**src/rtl/cei_ctl.sv**
```systemverilog
// ---------------------------------------------------------------------------
// cei_ctl
//   Core-side controller for the custom-engine interface (CEI). CE-class
//   instructions are staged through S/E/M/W. The opcode and operands are
//   launched to the CE, CE halt requests and global holds freeze the pipe,
//   M-stage exceptions kill in-flight work, and CE results are returned to
//   the GPR writeback port. A halt watchdog keeps a hung CE from freezing
//   the core forever.
//
// Ports
//   CLK, RESET_D1_R_N, TMODE      clock, async active-low reset, test mode
//   DEC_CEOP_VLD/OP/INSTM32_N/RD  decoded CE instruction (enters S)
//   RF_AOP_S, RF_BOP_S            operands, valid while the op sits in S
//   PIPE_HOLD                     non-CE pipeline hold
//   XCPN_M                        exception on the M-stage instruction
//   CEI_OP_S_R, CEI_INSTM32_S_R_N registered S opcode / encoding flag
//   CEI_AOP_E_R, CEI_BOP_E_R      registered E operands
//   CEI_CEHOLD, CEC_STALL         pipeline frozen this cycle
//   CEI_XCPN_M                    kill of the valid M instruction
//   CE_RES_E, CE_SEL_E_R          CE result / result-ownership in E
//   CE_HALT_E_R_C                 CE stall request (OR of all bits)
//   CEC_WB_VLD_W/RD_W/DATA_W      GPR writeback
//   CEC_HALT_TO                   sticky watchdog error
// ---------------------------------------------------------------------------
module cei_ctl #(
    parameter int HALT_W   = 2,
    parameter int MAX_HALT = 64
) (
    input  logic              CLK,
    input  logic              RESET_D1_R_N,
    input  logic              TMODE,
    input  logic              DEC_CEOP_VLD,
    input  logic [11:0]       DEC_OP,
    input  logic              DEC_INSTM32_N,
    input  logic [4:0]        DEC_RD,
    input  logic [31:0]       RF_AOP_S,
    input  logic [31:0]       RF_BOP_S,
    input  logic              PIPE_HOLD,
    input  logic              XCPN_M,
    output logic [11:0]       CEI_OP_S_R,
    output logic              CEI_INSTM32_S_R_N,
    output logic [31:0]       CEI_AOP_E_R,
    output logic [31:0]       CEI_BOP_E_R,
    output logic              CEI_CEHOLD,
    output logic              CEI_XCPN_M,
    input  logic [31:0]       CE_RES_E,
    input  logic              CE_SEL_E_R,
    input  logic [HALT_W-1:0] CE_HALT_E_R_C,
    output logic              CEC_STALL,
    output logic              CEC_WB_VLD_W,
    output logic [4:0]        CEC_WB_RD_W,
    output logic [31:0]       CEC_WB_DATA_W,
    output logic              CEC_HALT_TO
);

    localparam logic [7:0] WD_LIMIT = 8'(MAX_HALT);

    // Valid/hold semantics: a stage holds a live instruction when its v_*
    // bit is set. Every stage moves together on a cycle with stall == 0
    // (advance); on a stall cycle S/E/M keep their contents and W receives
    // a bubble. A kill clears S/E/M valids regardless of stall, so the
    // killed instructions never reach W.

    // Test mode blocks the reset so scan shifting is not disturbed.
    logic rst_n;
    assign rst_n = RESET_D1_R_N | TMODE;

    // Stage valid bits
    logic v_s, v_e, v_m, v_w;

    // S stage
    logic [11:0] op_s;
    logic        instm32_n_s;
    logic [4:0]  rd_s;

    // E stage
    logic [31:0] aop_e;
    logic [31:0] bop_e;
    logic [4:0]  rd_e;

    // M stage
    logic        wb_en_m;
    logic [4:0]  rd_m;
    logic [31:0] res_m;

    // W stage
    logic        wb_en_w;
    logic [4:0]  rd_w;
    logic [31:0] data_w;

    // Watchdog
    logic [7:0]  wd_cnt;
    logic        wd_fired;
    logic        halt_to;

    // Control terms
    logic halt_raw;
    logic halt;
    logic stall;
    logic adv;
    logic kill;
    logic m_to_w;

    // A halt only matters while E holds a live instruction; once the
    // watchdog has fired the request is ignored so E can drain.
    assign halt_raw = (|CE_HALT_E_R_C) & v_e;
    assign halt     = halt_raw & ~wd_fired;
    assign stall    = PIPE_HOLD | halt;
    assign adv      = ~stall;
    assign kill     = XCPN_M & v_m;
    // M entry survives into W only on an advance without an exception.
    assign m_to_w   = adv & v_m & ~XCPN_M;

    // -----------------------------------------------------------------
    // Valid bits
    // -----------------------------------------------------------------
    always_ff @(posedge CLK or negedge rst_n) begin
        if (!rst_n) begin
            v_s <= 1'b0;
            v_e <= 1'b0;
            v_m <= 1'b0;
            v_w <= 1'b0;
        end else if (kill) begin
            // Kill also drops anything decoded in the same cycle.
            v_s <= 1'b0;
            v_e <= 1'b0;
            v_m <= 1'b0;
            v_w <= 1'b0;
        end else if (adv) begin
            v_s <= DEC_CEOP_VLD;
            v_e <= v_s;
            v_m <= v_e;
            v_w <= v_m & ~XCPN_M;
        end else begin
            // Stall: W bubble so a writeback is never repeated.
            v_w <= 1'b0;
        end
    end

    // -----------------------------------------------------------------
    // S stage data
    // -----------------------------------------------------------------
    always_ff @(posedge CLK or negedge rst_n) begin
        if (!rst_n) begin
            op_s        <= 12'd0;
            instm32_n_s <= 1'b1;
            rd_s        <= 5'd0;
        end else if (adv) begin
            op_s        <= DEC_OP;
            instm32_n_s <= DEC_INSTM32_N;
            rd_s        <= DEC_RD;
        end
    end

    // -----------------------------------------------------------------
    // E stage data
    // -----------------------------------------------------------------
    always_ff @(posedge CLK or negedge rst_n) begin
        if (!rst_n) begin
            aop_e <= 32'd0;
            bop_e <= 32'd0;
            rd_e  <= 5'd0;
        end else if (adv) begin
            aop_e <= RF_AOP_S;
            bop_e <= RF_BOP_S;
            rd_e  <= rd_s;
        end
    end

    // -----------------------------------------------------------------
    // M stage data. CE_SEL_E_R is only looked at here, i.e. on the
    // cycle E actually advances.
    // -----------------------------------------------------------------
    always_ff @(posedge CLK or negedge rst_n) begin
        if (!rst_n) begin
            wb_en_m <= 1'b0;
            rd_m    <= 5'd0;
            res_m   <= 32'd0;
        end else if (adv) begin
            wb_en_m <= v_e & CE_SEL_E_R;
            rd_m    <= rd_e;
            res_m   <= CE_RES_E;
        end
    end

    // -----------------------------------------------------------------
    // W stage data. The destination/data registers only load for a real
    // GPR write, so the writeback bus stays put between writes.
    // -----------------------------------------------------------------
    always_ff @(posedge CLK or negedge rst_n) begin
        if (!rst_n) begin
            wb_en_w <= 1'b0;
            rd_w    <= 5'd0;
            data_w  <= 32'd0;
        end else if (m_to_w) begin
            wb_en_w <= wb_en_m;
            if (wb_en_m) begin
                rd_w   <= rd_m;
                data_w <= res_m;
            end
        end
    end

    // -----------------------------------------------------------------
    // Halt watchdog. Counts consecutive halted cycles of the E
    // instruction; on reaching the limit the halt is masked so E can
    // advance with whatever CE_RES_E shows, and the sticky error is set.
    // -----------------------------------------------------------------
    always_ff @(posedge CLK or negedge rst_n) begin
        if (!rst_n) begin
            wd_cnt   <= 8'd0;
            wd_fired <= 1'b0;
            halt_to  <= 1'b0;
        end else if (kill || adv) begin
            wd_cnt   <= 8'd0;
            wd_fired <= 1'b0;
        end else if (halt_raw && !wd_fired) begin
            wd_cnt <= wd_cnt + 8'd1;
            if (wd_cnt + 8'd1 == WD_LIMIT) begin
                wd_fired <= 1'b1;
                halt_to  <= 1'b1;
            end
        end
    end

    // -----------------------------------------------------------------
    // Outputs
    // -----------------------------------------------------------------
    assign CEI_OP_S_R        = op_s;
    assign CEI_INSTM32_S_R_N = instm32_n_s;
    assign CEI_AOP_E_R       = aop_e;
    assign CEI_BOP_E_R       = bop_e;
    assign CEI_CEHOLD        = stall;
    assign CEC_STALL         = stall;
    assign CEI_XCPN_M        = kill;
    assign CEC_WB_VLD_W      = v_w & wb_en_w;
    assign CEC_WB_RD_W       = rd_w;
    assign CEC_WB_DATA_W     = data_w;
    assign CEC_HALT_TO       = halt_to;

endmodule

```
**config.mk**
```make
export PLATFORM = sky130hd
export DESIGN_NAME = cei_ctl
export DESIGN_NICKNAME = d
export VERILOG_FILES = /design/src/rtl/cei_ctl.sv
export SDC_FILE = /design/constraint.sdc
export NUM_CORES = 1
export LEC_CHECK = 0
export CELL_PAD_IN_SITES_DETAIL_PLACEMENT = 0
export CELL_PAD_IN_SITES_GLOBAL_PLACEMENT = 1
export CORE_MARGIN = 3
export CORE_UTILIZATION = 34
export CTS_BUF_LIST = sky130_fd_sc_hd__clkbuf_16
export DETAILED_ROUTE_END_ITERATION = 8
export GPL_TIMING_DRIVEN = 0
export MAX_ROUTING_LAYER = met4
export PLACE_DENSITY = 0.83
export REMOVE_ABC_BUFFERS = 1
export SLEW_MARGIN = 20
export SYNTH_ARGS = -nofsm -noshare
export SYNTH_HDL_FRONTEND = slang
export SYNTH_SLANG_ARGS = --single-unit
export TNS_END_PERCENT = 5
```
**constraint.sdc**
```tcl
create_clock -name CLK -period 4.9 [get_ports CLK]
set_clock_uncertainty 0.05 [all_clocks]
set_input_delay 0.98 -clock CLK [delete_from_list [all_inputs] [get_ports CLK]]
set_output_delay 0.98 -clock CLK [all_outputs]
set_load 0.005 [all_outputs]
```
# Word level (Yosys, flattened, before mapping)
# Index checks and enable logic that the tools add are counted.
dict set report word_totals {
  mem_bits_ro 0
  n_memories 0
  regBits 177
  word_cells 58
  ramBits 0
  in_bits 123
  latch_bits 0
  out_inout_bits 119
}
dict set report classes {
  addsub 1
  n_shift 0
  bitwise_logic 14
  n_mul 0
  muxes 13
  n_reduce_logical 9
  n_div 0
  n_eq_ne 2
  order_cmp 0
}
# operator count
set ops {}
lappend ops {{$mux 8} 2}
lappend ops {{$mux 1} 11}
lappend ops {{$add 8x1->8 const B} 1}
lappend ops {{$and 1x1->1} 8}
lappend ops {{$eq 8x7->1 const B} 1}
lappend ops {{$not 1->1} 4}
lappend ops {{$reduce_and 2->1} 2}
lappend ops {{$reduce_bool 2->1} 2}
lappend ops {{$reduce_and 3->1} 1}
lappend ops {{$ne 2x1->1 const B} 1}
lappend ops {{$or 1x1->1} 2}
lappend ops {{$reduce_or 2->1} 1}
lappend ops {{$logic_and 1x1->1} 1}
lappend ops {{$logic_not 1->1} 1}
lappend ops {{$logic_or 1x1->1} 1}

# Longest topological paths before layout
# Gate-level depths: netlist (run 1).
dict set report depth {
  ltp_word 8
  ltp_mapped 7
  mapped_depth_nobuf 5
}

# Worst setup path before layout (run 1)
# OpenSTA, ideal clock, no wires.
dict set report synth_path {
  kind {input -> output}
  start {input CE_HALT_E_R_C[1]}
  end {output CEI_CEHOLD}
  required_ps 3870
  n_path_buf 2
  arrival_ps 1767
  stages 5
  slack_ps 2103
  cell_sequence {nor2_2 > o21ba_2 > clkinv_1 > clkbuf_1 > buf_4}
}
dict set report synth_between {
  elab_chain_len 4
}
# element line
set synth_lines {}
lappend synth_lines {{start: declaration} 48} ;# input logic [HALT_W-1:0] CE_HALT_E_R_C,
lappend synth_lines {{$reduce_or 2->1} 106} ;# assign halt_raw = (|CE_HALT_E_R_C) & v_e;
lappend synth_lines {{$and 1x1->1} 106}
lappend synth_lines {{$and 1x1->1} 107} ;# assign halt = halt_raw & ~wd_fired;
lappend synth_lines {{$or 1x1->1} 108} ;# assign stall = PIPE_HOLD | halt;
lappend synth_lines {{end: declaration} 44} ;# output logic CEI_CEHOLD,
# No other way between the ends.

# Final worst setup path (run 1)
# Ends and elaborated chain as after synthesis.

==> qor.yml, run 1 <==
dieWidth_um: 148.8
clockBufferDepth: 2
yosysSeqAreaShare: 0.6391
synth_mux_area_frac: 0.07778
placed_cell_area_mm2: 0.009694
drtPass1Iterations: 4
grt_overflow: 0
initial_core_util: 0.3516
synth-main-ff-cell: "dfrtp_1"
synth_top_family_by_area: "simple AND/OR/NAND/NOR gates"
cp-end-kind: "primary output"
ys_warn_count: 0
worst_slack_ns: 0.2815
grt_setup_unrepaired: "no"
required_ns: 3.87
cts_setup_buffers: 0
power_leakage_nw: 4.999
final_nets: 1049
drtIter0Drc: 267
setup_viol: 0
crit_top_cell: "clkdlybuf4s50_1"
synth_seq_cells: 177
path_max_fanout: 82
grt_pass1_wl_mm: 27.88
synth_xor_area_frac: 0
path_cells: "clkdlybuf4s50_1 > nor2_2 > o21ba_4 > buf_12 > clkinv_4 > buf_16 > clkdlybuf4s50_1"
dieHeight_um: 148.8
drc: 0
synth_compound_area_frac: 0.01877
synthAdderAreaFrac: 0.001805
cts_sinks: 177
startpoint_type: "primary input"
ctsResizeCount: 0
postSynthAreaPerCell_um2: 10.00
finalCritPeriodShare: 0.9426
synthArstFlopShare: 1.000
fin_area_mm2: 0.01026
ios: 242
antenna_found_initial: 0
ctsHoldBuffers: 0
dr_total_vias: 5316
core_area_mm2: 0.01972
arrival_ns: 3.59
synth.most_common_cell: "nand2_1"
cap_violations: 0
tightest_slew_ns: 0.7531
clk_pin_slew_worst_paths_ns: 0.07
hold_class: "reg -> reg"
status: "complete, no violations"
synth_cells: 693
portBuffers: 241
fin_crit_ns: 4.619
synth-edff-count: 0
crit_buf_inv: 5
routabilityCongestion: 0.7628
rows: 51
grt_pass1_vias: 5327
synthDistinctLibCells: 40
ctsRootBufferMaster: "clkbuf_16"
cp_top_family: "buffers and inverters"
synth_top_area_frac: 0.6353
critical_path_class: "in -> out"
cts_max_level: 4
synth_common_cells: "386 x nand2_1, 176 x dfrtp_1, 19 x mux2_2, 19 x mux2_4, 16 x buf_2"
yosys.area.top_type: "dfrtp_1"
worst_path_max_delay_cell: "clkdlybuf4s50_1"
fin_cells: 1202
grt_max_degree: 83
pre_cts_slack_ns: 0.08546
maxSlewHeadroom: 0.4952
hold_viol_final: 0
grt_usage: 0.1619
antenna_left: 0
wl_mm: 17.08
power_density_mw_per_mm2: 457.3
max_stage_delay_ns: 0.50
dpl.cell_count: 1170
ir_drop_uv: 228.2
maxSlewViolCount: 0
synthesis.area_mm2: 0.006933
dieArea_mm2: 0.02214
cts-buffers-inserted: 17
clock.fmax_mhz: 216.5
synth_simple_gate_area_frac: 0.2321
hpwl_mm: 11.46
cts_tree: "yes"
drive_gt1_frac: 0.09072
area_growth_pct: 48.01
vias_per_cell: 4.423
clk_latency_ns: 0.42
antenna_cells: 0
wl_per_cell_um: 14.21
synth_area_leaders: "dfrtp_1 64%, nand2_1 21%, mux2_4 4.1%"
worst paths after layout:
path                                    from                end  slack (ns)  depth (start not counted)
setup / recovery            CE_HALT_E_R_C[1]         CEI_CEHOLD        0.28                          7
hold / removal             CEI_INSTM32_S_R_N  CEI_INSTM32_S_R_N        0.41                          2
setup reg to reg                         v_e          res_m[14]        2.60                          7
hold reg to reg            CEI_INSTM32_S_R_N  CEI_INSTM32_S_R_N        0.41                          2
max in group asynchronous              TMODE  CEI_INSTM32_S_R_N        2.99                          4
min in group asynchronous       RESET_D1_R_N  CEC_WB_DATA_W[12]        0.91                          2
registers in the layout, indices dropped and copies added (netlist names), 8 cells and up:
name,cells
res_m,32
CEC_WB_DATA_W,32
CEI_OP_S_R,12
CEI_BOP_E_R,32
wd_cnt,8
CEI_AOP_E_R,32
layer usage:
metal / share of wire / vias to the layer above / wire length [µm] / global-route usage
met1: 0.46 / 2496 / 7938 / 0.2168
met4: 0.017 / 0 / 296 / 0.05034
met2: 0.46 / 166 / 7811 / 0.2430
li1: - / 2634 / - / -
met5: 0 / - / 0 / -
met3: 0.061 / 20 / 1035 / 0.04315
power by group:
| group | total, W | switching (W) | internal (W) | leakage (nW) |
|---|---|---|---|---|
| Clock | 0.00130 | 0.000597 | 0.000706 | 0.271 |
| Combinational | 0.00133 | 0.000534 | 0.000801 | 2.53 |
| Sequential | 0.00205 | 0.000203 | 0.00185 | 2.20 |
| Total | 0.00469 | 0.00133 | 0.00336 | 5.00 |
worst reg2reg max path: cells and delay by family (launching register included):
family,cells,cell delay [ns]
and+or+nand+nor,3,0.39
AOI/OAI and AO/OA,1,0.36
DFF,1,0.42
buffers and inverters,3,0.97
kinds of logic after synthesis:
logic type / Yosys count
fa+ha+maj: 1
compound gates: 21
mux: 42
simple gates: 412
buf+inv: 40
flops: 177
area by class of cell:
class	instances	area, µm²
tap	265	331.6
multi-input combinational	477	2323
fill	1782	9457
clock inverter	14	131.4
clock buffer	17	425.4
inverter	3	16.27
timing repair buffer	249	2603
sequential	177	4431
per-stage QoR:
stage,utilization,hold WS [ns],TNS (ns),power (W)
detailed placement,0.4917,0.3982,0,0.003438
global route,0.5204,0.4400,0,0.005003
finish,0.5204,0.4091,0,0.004692
floorplan,-,0.3886,-95.05,0.002592
CTS,0.5199,0.4101,0,0.004772
global placement,0.4806,0.3955,-833.85,0.003407
cells in the final DEF, fill, tap and decap left out, types with 3 or more instances in the layout:
master / count
nor4_1: 3
dfrtp_1: 176
buf_12: 4
mux2i_1: 4
clkinv_4: 5
clkdlybuf4s50_1: 241
nand3_1: 8
inv_6: 4
o21ai_0: 6
clkbuf_16: 17
buf_16: 4
mux2_2: 19
mux2_4: 19
nand2_1: 386
a21oi_1: 7
Power figures use the tool's default switching activity.
==> run 2, diff against run 1 <==
HOLD_SLACK_MARGIN = 0.08   (was not set)
==> results of run 2 <==
No change in the layout: final DEF, timing and power equal those of run 1.
